File: config.mk
export PLATFORM = sky130hd
export DESIGN_NAME = ram_arbiter_flat
export DESIGN_NICKNAME = d
export VERILOG_FILES = /design/src/rtl/ram_arbiter_if.sv /design/src/rtl/ram_arbiter.sv /design/src/flat_wrapper.sv
export SDC_FILE = /design/constraint.sdc
export NUM_CORES = 1
export LEC_CHECK = 0
export BUFFER_PORTS_ARGS = -buffer_cell sky130_fd_sc_hd__buf_2
export CAP_MARGIN = 25
export CORE_ASPECT_RATIO = 1.1
export CORE_MARGIN = 8
export CORE_UTILIZATION = 47
export DETAILED_ROUTE_END_ITERATION = 10
export GPL_ROUTABILITY_DRIVEN = 0
export PLACE_DENSITY = 0.85
export SYNTH_ARGS = -nofsm -noshare
export SYNTH_HDL_FRONTEND = slang
export SYNTH_SLANG_ARGS = --single-unit
File: constraint.sdc
create_clock -name clk -period 2.2 [get_ports clk]
set_input_delay 0.11 -clock clk [delete_from_list [all_inputs] [get_ports clk]]
set_output_delay 0.11 -clock clk [all_outputs]
set_load 0.01 [all_outputs]
File: src/rtl/ram_arbiter_if.sv
// Requester and SRAM-driver signal bundle for ram_arbiter.
// slave = arbiter side; master = requesters plus SRAM driver side.
interface ram_arbiter_if #(
    parameter int ADDR_WIDTH = 21,
    parameter int DATA_WIDTH = 32
);
    logic                  if_req;
    logic [ADDR_WIDTH-1:0] if_addr;
    logic [DATA_WIDTH-1:0] if_rdata;
    logic                  if_ack;
    logic                  d_req;
    logic                  d_we;
    logic [ADDR_WIDTH-1:0] d_addr;
    logic [DATA_WIDTH-1:0] d_wdata;
    logic [DATA_WIDTH-1:0] d_rdata;
    logic                  d_ack;
    logic                  ram_enable;
    logic                  ram_read_enable;
    logic                  ram_write_enable;
    logic [ADDR_WIDTH-1:0] ram_addr;
    logic [DATA_WIDTH-1:0] ram_wdata;
    logic [DATA_WIDTH-1:0] ram_rdata;
    logic                  ram_done;
    logic                  timeout_err;

    modport slave (
        input  if_req, if_addr, d_req, d_we, d_addr, d_wdata, ram_rdata, ram_done,
        output if_rdata, if_ack, d_rdata, d_ack, ram_enable, ram_read_enable,
               ram_write_enable, ram_addr, ram_wdata, timeout_err
    );

    modport master (
        output if_req, if_addr, d_req, d_we, d_addr, d_wdata, ram_rdata, ram_done,
        input  if_rdata, if_ack, d_rdata, d_ack, ram_enable, ram_read_enable,
               ram_write_enable, ram_addr, ram_wdata, timeout_err
    );
endinterface

File: src/rtl/ram_arbiter.sv
// Two-port arbiter (instruction fetch, data) in front of one SRAM driver, with access timeout.
// Define RAM_ARB_ROUND_ROBIN_EN for round-robin tie-breaking; default is data-over-fetch priority.
module ram_arbiter #(
    parameter int ADDR_WIDTH     = 21,
    parameter int DATA_WIDTH     = 32,
    parameter int TIMEOUT_CYCLES = 16
) (
    input  logic         clk,
    input  logic         rst,
    ram_arbiter_if.slave bus
);
    typedef enum logic [1:0] {
        S_IDLE,
        S_ISSUE,
        S_WAIT,
        S_RESP
    } state_t;

    localparam logic [7:0] TIMEOUT_LIMIT = 8'(TIMEOUT_CYCLES);

    state_t                r_state;
    logic                  r_owner;   // 0 = fetch, 1 = data; doubles as last-grant for round robin
    logic                  r_we;
    logic [7:0]            r_cnt;
    logic                  r_ram_enable;
    logic                  r_ram_read_enable;
    logic                  r_ram_write_enable;
    logic [ADDR_WIDTH-1:0] r_ram_addr;
    logic [DATA_WIDTH-1:0] r_ram_wdata;
    logic [DATA_WIDTH-1:0] r_if_rdata;
    logic [DATA_WIDTH-1:0] r_d_rdata;
    logic                  r_if_ack;
    logic                  r_d_ack;
    logic                  r_timeout_err;

    logic                  w_any_req;
    logic                  w_grant_data;
    logic [7:0]            w_cnt_next;
    logic                  w_timeout;
    logic [DATA_WIDTH-1:0] w_rd_value;

    assign w_any_req  = bus.if_req | bus.d_req;
    assign w_cnt_next = r_cnt + 8'd1;
    assign w_timeout  = (w_cnt_next == TIMEOUT_LIMIT) && !bus.ram_done;
    assign w_rd_value = bus.ram_done ? bus.ram_rdata : '0;

    // NOTE: every variable assigned in always_comb gets a default first, so no path leaves it unassigned and no latch is inferred.
    always_comb begin
        w_grant_data = 1'b0;
        if (bus.if_req && bus.d_req) begin
`ifdef RAM_ARB_ROUND_ROBIN_EN
            w_grant_data = ~r_owner;
`else
            w_grant_data = 1'b1;
`endif
        end else begin
            w_grant_data = bus.d_req;
        end
    end

    // NOTE: state and registered outputs use non-blocking assignments so every register samples pre-edge values.
    always_ff @(posedge clk) begin
        if (rst) begin
            r_state            <= S_IDLE;
            r_owner            <= 1'b0;
            r_we               <= 1'b0;
            r_cnt              <= '0;
            r_ram_enable       <= 1'b0;
            r_ram_read_enable  <= 1'b0;
            r_ram_write_enable <= 1'b0;
            r_ram_addr         <= '0;
            r_ram_wdata        <= '0;
            r_if_rdata         <= '0;
            r_d_rdata          <= '0;
            r_if_ack           <= 1'b0;
            r_d_ack            <= 1'b0;
            r_timeout_err      <= 1'b0;
        end else begin
            case (r_state)
                S_IDLE: begin
                    if (w_any_req) begin
                        r_state      <= S_ISSUE;
                        r_owner      <= w_grant_data;
                        r_ram_enable <= 1'b1;
                        if (w_grant_data) begin
                            r_ram_addr         <= bus.d_addr;
                            r_ram_wdata        <= bus.d_wdata;
                            r_we               <= bus.d_we;
                            r_ram_read_enable  <= ~bus.d_we;
                            r_ram_write_enable <= bus.d_we;
                        end else begin
                            r_ram_addr         <= bus.if_addr;
                            r_we               <= 1'b0;
                            r_ram_read_enable  <= 1'b1;
                            r_ram_write_enable <= 1'b0;
                        end
                    end
                end

                S_ISSUE: begin
                    r_state            <= S_WAIT;
                    r_ram_read_enable  <= 1'b0;
                    r_ram_write_enable <= 1'b0;
                end

                S_WAIT: begin
                    r_cnt <= w_cnt_next;
                    if (bus.ram_done || w_timeout) begin
                        r_state      <= S_RESP;
                        r_ram_enable <= 1'b0;
                        if (w_timeout) begin
                            r_timeout_err <= 1'b1;
                        end
                        // Timed-out reads return zero; writes never touch the read-data registers.
                        if (r_owner) begin
                            r_d_ack <= 1'b1;
                            if (!r_we) begin
                                r_d_rdata <= w_rd_value;
                            end
                        end else begin
                            r_if_ack   <= 1'b1;
                            r_if_rdata <= w_rd_value;
                        end
                    end
                end

                S_RESP: begin
                    r_state  <= S_IDLE;
                    r_if_ack <= 1'b0;
                    r_d_ack  <= 1'b0;
                    r_cnt    <= '0;
                end

                default: begin
                    r_state <= S_IDLE;
                end
            endcase
        end
    end

    assign bus.ram_enable       = r_ram_enable;
    assign bus.ram_read_enable  = r_ram_read_enable;
    assign bus.ram_write_enable = r_ram_write_enable;
    assign bus.ram_addr         = r_ram_addr;
    assign bus.ram_wdata        = r_ram_wdata;
    assign bus.if_rdata         = r_if_rdata;
    assign bus.if_ack           = r_if_ack;
    assign bus.d_rdata          = r_d_rdata;
    assign bus.d_ack            = r_d_ack;
    assign bus.timeout_err      = r_timeout_err;

endmodule

File: src/flat_wrapper.sv
// flat-port wrapper written by rule: the top's interface ports become plain ports
module ram_arbiter_flat 
#(
    parameter int ADDR_WIDTH     = 21,
    parameter int DATA_WIDTH     = 32,
    parameter int TIMEOUT_CYCLES = 16
)
  (clk, rst, bus_if_req, bus_if_addr, bus_d_req, bus_d_we, bus_d_addr, bus_d_wdata, bus_ram_rdata, bus_ram_done, bus_if_rdata, bus_if_ack, bus_d_rdata, bus_d_ack, bus_ram_enable, bus_ram_read_enable, bus_ram_write_enable, bus_ram_addr, bus_ram_wdata, bus_timeout_err);
  ram_arbiter_if #(.ADDR_WIDTH(ADDR_WIDTH), .DATA_WIDTH(DATA_WIDTH)) bus_i ();
  input  logic clk;
  input  logic rst;
  input wire logic [$bits(bus_i.if_req)-1:0] bus_if_req;
  input wire logic [$bits(bus_i.if_addr)-1:0] bus_if_addr;
  input wire logic [$bits(bus_i.d_req)-1:0] bus_d_req;
  input wire logic [$bits(bus_i.d_we)-1:0] bus_d_we;
  input wire logic [$bits(bus_i.d_addr)-1:0] bus_d_addr;
  input wire logic [$bits(bus_i.d_wdata)-1:0] bus_d_wdata;
  input wire logic [$bits(bus_i.ram_rdata)-1:0] bus_ram_rdata;
  input wire logic [$bits(bus_i.ram_done)-1:0] bus_ram_done;
  output wire logic [$bits(bus_i.if_rdata)-1:0] bus_if_rdata;
  output wire logic [$bits(bus_i.if_ack)-1:0] bus_if_ack;
  output wire logic [$bits(bus_i.d_rdata)-1:0] bus_d_rdata;
  output wire logic [$bits(bus_i.d_ack)-1:0] bus_d_ack;
  output wire logic [$bits(bus_i.ram_enable)-1:0] bus_ram_enable;
  output wire logic [$bits(bus_i.ram_read_enable)-1:0] bus_ram_read_enable;
  output wire logic [$bits(bus_i.ram_write_enable)-1:0] bus_ram_write_enable;
  output wire logic [$bits(bus_i.ram_addr)-1:0] bus_ram_addr;
  output wire logic [$bits(bus_i.ram_wdata)-1:0] bus_ram_wdata;
  output wire logic [$bits(bus_i.timeout_err)-1:0] bus_timeout_err;
  assign bus_i.if_req = bus_if_req;
  assign bus_i.if_addr = bus_if_addr;
  assign bus_i.d_req = bus_d_req;
  assign bus_i.d_we = bus_d_we;
  assign bus_i.d_addr = bus_d_addr;
  assign bus_i.d_wdata = bus_d_wdata;
  assign bus_i.ram_rdata = bus_ram_rdata;
  assign bus_i.ram_done = bus_ram_done;
  assign bus_if_rdata = bus_i.if_rdata;
  assign bus_if_ack = bus_i.if_ack;
  assign bus_d_rdata = bus_i.d_rdata;
  assign bus_d_ack = bus_i.d_ack;
  assign bus_ram_enable = bus_i.ram_enable;
  assign bus_ram_read_enable = bus_i.ram_read_enable;
  assign bus_ram_write_enable = bus_i.ram_write_enable;
  assign bus_ram_addr = bus_i.ram_addr;
  assign bus_ram_wdata = bus_i.ram_wdata;
  assign bus_timeout_err = bus_i.timeout_err;
  ram_arbiter #(.ADDR_WIDTH(ADDR_WIDTH), .DATA_WIDTH(DATA_WIDTH), .TIMEOUT_CYCLES(TIMEOUT_CYCLES)) u_core (.clk(clk), .rst(rst), .bus(bus_i));
endmodule
After elaboration in Yosys (flattened, before gate mapping):

Index checks and enable logic that the tools add are counted.

* input bits: 112
* bits in registers: 135
* word-level logic and storage cells: 67
* output and inout bits: 123

* equality and inequality tests: 8
* muxes and demuxes: 22
* add/sub/neg operators: 1
* reductions and logical operators: 18
* bitwise gates (word level): 4

Operators by type and width (count)
* 32-bit two-way mux: 1
* 21-bit two-way mux: 1
* 3-bit AND reduction: 6
* 8-bit case mux with 2 select lines: 1
* 1-bit two-way mux: 11
* 1-bit case mux with 2 select lines: 5
* 8-bit by 1-bit adder with 8-bit output (second input constant): 1
* 8-bit by 5-bit equality test with 1-bit output (second input constant): 1
* 2-bit case mux with 4 select lines: 1
* 2-bit by 1-bit inequality test with 1-bit output (second input constant): 3
* 2-bit AND reduction: 3
* 2-bit nonzero test: 3
* 2-bit equality test (second input constant): 2
* 2-bit two-way mux: 2
* 4-bit AND reduction: 1
* 1-bit inverter: 3
* 2-bit by 1-bit equality test with 1-bit output (second input constant): 1
* 1-bit logical AND: 2
* 2-bit zero test: 1
* 2-bit inequality test (second input constant): 1
* 1-bit zero test: 1
* 1-bit logical OR: 1
* 1-bit bitwise OR: 1

Logic depth before layout (Yosys ltp):

* depth after elaboration: 6
* gate-level depth with buffers: 8
* mapped depth without buffers: 7

Least setup slack after synthesis:

Ideal clock, no wire load.

* path kind: reg2reg
* start: reg u_core.r_state[0]
* end: reg u_core.r_d_rdata[29], in the netlist u_core.bus.d_rdata[29]
* setup time: 71 ps
* path slack: 542 ps
* data arrival time: 1588 ps
* stages on the path, launching flop included: 9
* path buffers: 1
* clock period less this slack: 1658 ps
* required time: 2129 ps
* cell sequence: dfxtp_1 > inv_1 > ha_1 > nand2_1 > or2_0 > nor2_1 > clkbuf_1 > nand2_1 > a21oi_1

* word-level cells in the longest chain between the ends: 2

RTL lines
* from (decl): RTL line ram_arbiter.sv:21 `state_t r_state;`
* from (signal assigned): RTL line ram_arbiter.sv:64 `r_state <= S_IDLE;`
* from (signal assigned): RTL line ram_arbiter.sv:82 `r_state <= S_ISSUE;`
* from (signal assigned): RTL line ram_arbiter.sv:101 `r_state <= S_WAIT;`
* 2-bit equality test: RTL line ram_arbiter.sv:79 `case (r_state)`
* 4-bit AND reduction (no line)
* to (signal assigned): RTL line ram_arbiter.sv:118 `r_d_rdata <= w_rd_value;`
* to (decl): RTL line ram_arbiter.sv:31 `logic [DATA_WIDTH-1:0] r_d_rdata;`

No other way between the ends.
A chain may end at the register's enable or synchronous reset.

Worst setup path after layout:

* start: reg u_core.r_cnt[0]
* end: reg u_core.r_if_rdata[4], in the netlist u_core.bus.if_rdata[4]

* word-level cells in the longest chain between the ends: 5

RTL lines
* from (decl): RTL line ram_arbiter.sv:24 `logic [7:0] r_cnt;`
* from (signal assigned): RTL line ram_arbiter.sv:107 `r_cnt <= w_cnt_next;`
* 8-bit by 1-bit adder with 8-bit output: RTL line ram_arbiter.sv:43 `assign w_cnt_next = r_cnt + 8'd1;`
* 8-bit by 5-bit equality test with 1-bit output: RTL line ram_arbiter.sv:44 `assign w_timeout = (w_cnt_next == TIMEOUT_LIMIT) && !bus.ram_done;`
* 1-bit logical AND: RTL line ram_arbiter.sv:44
* 1-bit logical OR: RTL line ram_arbiter.sv:108 `if (bus.ram_done || w_timeout) begin`
* 3-bit AND reduction (no line)
* to (signal assigned): RTL line ram_arbiter.sv:122 `r_if_rdata <= w_rd_value;`
* to (decl): RTL line ram_arbiter.sv:30 `logic [DATA_WIDTH-1:0] r_if_rdata;`

No other way between the ends.

==> impl_metrics.csv <==
group,metric,value,unit
outcome,status,"finished, final reports clean",
synthesis,yosysTopAreaCell,"dfxtp_1",
timing,finalCriticalPeriod,2.04,ns
global_route,grt_pass1_vias,5389,
timing,clock_skew,0.0130,ns
placement,placed_cell_area,6490,sq um
synthesis,yosys-top-cells-area,"dfxtp_1, nand2_1, a21oi_1, o21ai_0, mux2i_1",
synthesis,synth_warnings,0,
timing,drv_slew,0,
worst_setup_path,cp.buffers_inverters,1,
timing,setup_violations,0,
clock_network,cts_setup_buffers,0,
cells_and_area,nFillCells,771,
timing,fin_crit_sh,0.926,
worst_setup_path,critPathMaxFanout,47,
clock_network,cts_resized,0,
synthesis,netlist_instances,625,
clock_network,cts_tree,"done",
global_route,grt_max_degree,48,
synthesis,synth_edf_count,0,
timing,tightest_slew,0.528,ns
synthesis,avgSynthCellArea,8.25,sq um
clock_network,cts.clk_slew.worst_paths,0.07,ns
power,vdd_drop_max,0.000634,V
worst_setup_path,end_kind,"register",
synthesis,ys_seq_area_frac,0.524,
floorplan,die_x,116,um
floorplan,ios,235,
global_route,met3_usage,0.0798,
global_route,grt_util_met2,0.394,
routing,dr.first_iter.drc_count,596,
synthesis,synthFlopType,"dfxtp_1",
timing,max_freq,491,MHz
routing,drtAntennaViolNets,0,
clock_network,cts_buffers,17,
cells_and_area,areaGrowthSynthToFinish,49.7,%
synthesis,synth.top_cell.area_share,0.524,
floorplan,die_h,126,um
routing,remaining_drc_errors,0,
synthesis,synth-async-reset-ratio,0,
global_route,track_usage,0.236,
synthesis,synth-simple-area-share,0.160,
worst_setup_path,critPathLaunchType,"register",
global_route,grt_antenna_before_repair,1,
synthesis,syn_area,5160,sq um
synthesis,synth_compound_area_frac,0.210,
routing,via_per_inst,5.24,
global_route,grt-ovfl-total,0,
power,p_leak,3.48,nW
cells_and_area,finish.instance_area,7720,sq um
placement,dp_hpwl,11300,um
power,power_density,995,nW/um^2
synthesis,synthXorXnorAreaFrac,0.00849,
worst_setup_path,max_stage_delay,0.43,ns
floorplan,dieArea,14600,sq um
worst_setup_path,crit_family,"compound AO/OA/AOI/OAI gates",
cells_and_area,nets,1027,
clock_network,cts_hold_buf,65,
timing,tns,0,ns
floorplan,rows,40,
synthesis,synth_top_family_by_area,"compound AO/OA/AOI/OAI gates",
worst_hold_path,hold_path_class,"input pin to register",
synthesis,muxShareOfSynthArea,0.0446,
clock_network,cts_sinks,135,
global_route,grt-busiest-layer,"met2",
routing,wl_per_cell,16.5,um
floorplan,initial_core_util,0.477,
global_route,grt.met1_usage,0.253,
synthesis,ys_seq_elements,135,
synthesis,synthAdderAreaFrac,0.0121,
placement,io_buffers,234,
synthesis,syn_nets,742,
synthesis,synth.distinct_cells,34,
floorplan,core,10800,sq um
worst_setup_path,critPathRequiredTime,2.53,ns
cells_and_area,drive_gt1_frac,0.314,
clock_network,cts_max_path_buffers,2,
timing,hold_violations,0,
routing,routed_wl,17600,um
worst_setup_path,setup.worst_path.class,"register to register",
worst_setup_path,path_cells,"ha_1 -> and4bb_2 -> a31oi_4 -> buf_12 -> o21ai_0 -> a21oi_1",
global_route,grt_pass1_wl,27400,um
routing,first_pass_iters,8,
job,maxCapViolations,0,
clock_network,worstSkewPairLatency,0.42,ns
worst_setup_path,arrival,2.37,ns
timing,slew_headroom,0.645,
routing,vias,5612,
worst_setup_path,cpMaxStageDelayCell,"a31oi_4",
clock_network,ctsRootBufferMaster,"clkbuf_16",
timing,rsz0062_at_grt,"no",
clock_network,h-tree-depth,4,
report_power, final:
group | leakage, nW | internal (mW) | switching [mW] | total, mW
registers | 1.10 | 2.84 | 0.209 | 3.05
logic | 2.09 | 0.760 | 1.12 | 1.88
clock network | 0.289 | 1.52 | 1.24 | 2.76
total | 3.48 | 5.12 | 2.57 | 7.68
state kept, by name, indices dropped and copies added, names as in the netlist:
name / flops
u_core.bus.ram_wdata: 32
u_core.r_we: 1
u_core.bus.ram_read_enable: 1
u_core.bus.d_rdata: 32
u_core.bus.d_ack: 1
u_core.bus.ram_write_enable: 1
u_core.bus.if_rdata: 32
u_core.bus.timeout_err: 1
u_core.r_owner: 1
u_core.r_cnt: 8
u_core.bus.ram_enable: 1
u_core.bus.ram_addr: 21
u_core.bus.if_ack: 1
u_core.r_state: 2
worst min-delay path: stages:
cell	delay, ns
buf_2	0.09
mux2i_1	0.11
a211oi_1	0.08
worst paths after layout:
check	from	endpoint	slack [ns]	depth (start not counted)
setup / recovery	u_core.r_cnt[0]$_SDFFE_PP0P_	u_core.bus.if_rdata[4]$_SDFFE_PP0P_	0.16	6
hold reg to reg	u_core.bus.ram_wdata[9]$_SDFFE_PP0P_	u_core.bus.ram_wdata[9]$_SDFFE_PP0P_	0.45	2
setup reg to reg	u_core.r_cnt[0]$_SDFFE_PP0P_	u_core.bus.if_rdata[4]$_SDFFE_PP0P_	0.16	6
hold / removal	bus_if_addr[4]	u_core.bus.ram_addr[4]$_SDFFE_PP0P_	0.03	3
routing by layer:
layer	part of all wire	up-vias
li1	-	2705
met1	0.37	2548
met2	0.49	310
met3	0.10	49
met4	0.035	0
met5	0	-
cell type report:
type                    instances  area [sq um]  area share
flip-flops and latches        135          2700       0.350
multi-input cells             437          2270       0.294
repair buffers                315          1970       0.255
clock buffers                  17           425      0.0551
well taps                     147           184      0.0238
clock inverters                15           153      0.0198
inverters                       4          15.0     0.00194
diodes                          1          2.50    0.000324
cell usage in the layout (no fill, tap or decap), types with 2 or more instances in the layout:
master | Yosys | final
xor2_1 | 4 | 4
o21ai_2 | 2 | 2
a211oi_1 | 22 | 22
mux2i_1 | 23 | 23
dfxtp_1 | 135 | 135
clkbuf_16 | 0 | 17
buf_4 | 1 | 15
or3_1 | 4 | 4
nand2_1 | 139 | 139
o21ai_0 | 68 | 68
nand2b_1 | 3 | 3
buf_2 | 2 | 233
nor2_2 | 0 | 3
and2_1 | 2 | 2
inv_8 | 0 | 7
nand3_1 | 5 | 5
ha_1 | 5 | 5
buf_12 | 0 | 2
nand4_1 | 3 | 3
clkinv_4 | 0 | 2
inv_1 | 4 | 4
nor2_1 | 40 | 37
a31oi_1 | 3 | 2
dlygate4sd3_1 | 0 | 65
a21oi_1 | 102 | 102
inv_6 | 0 | 4
kinds of logic (layout without fill, tap and decap cells):
| family | after synthesis | in the layout |
|---|---|---|
| AO/OA/AOI/OAI | 201 | 201 |
| XOR/XNOR | 5 | 5 |
| adder cells (fa/ha/maj) | 5 | 5 |
| buffers and inverters | 53 | 351 |
| flip-flops | 135 | 135 |
| multiplexers | 23 | 23 |
| other | 0 | 1 |
| AND/OR/NAND/NOR | 203 | 203 |
cells in the mapped netlist (all sizes together), types with 2 or more instances:
library cell / instances
xor2: 4
a31oi: 3
nand2b: 3
buf: 6
or3: 4
nand2: 139
a211oi: 22
inv: 4
mux2i: 23
nor2: 40
clkbuf: 43
a21oi: 102
nand3: 5
nand4: 3
dfxtp: 135
ha: 5
o21ai: 70
and2: 2
or2: 2
through the flow:
stage                util  hold WS [ns]  setup WS [ns]  std cells  power (mW)
floorplan               -         0.246          0.542        625        4.10
detailed placement  0.600         0.357          0.285        973        4.86
global placement    0.600         0.353          0.351        973        4.81
global route        0.714        0.0247         0.0144       1071        8.09
CTS                 0.714        0.0173          0.211       1070        7.70
finish              0.714        0.0298          0.162       1071        7.68
(Power assumes the default switching activity.)
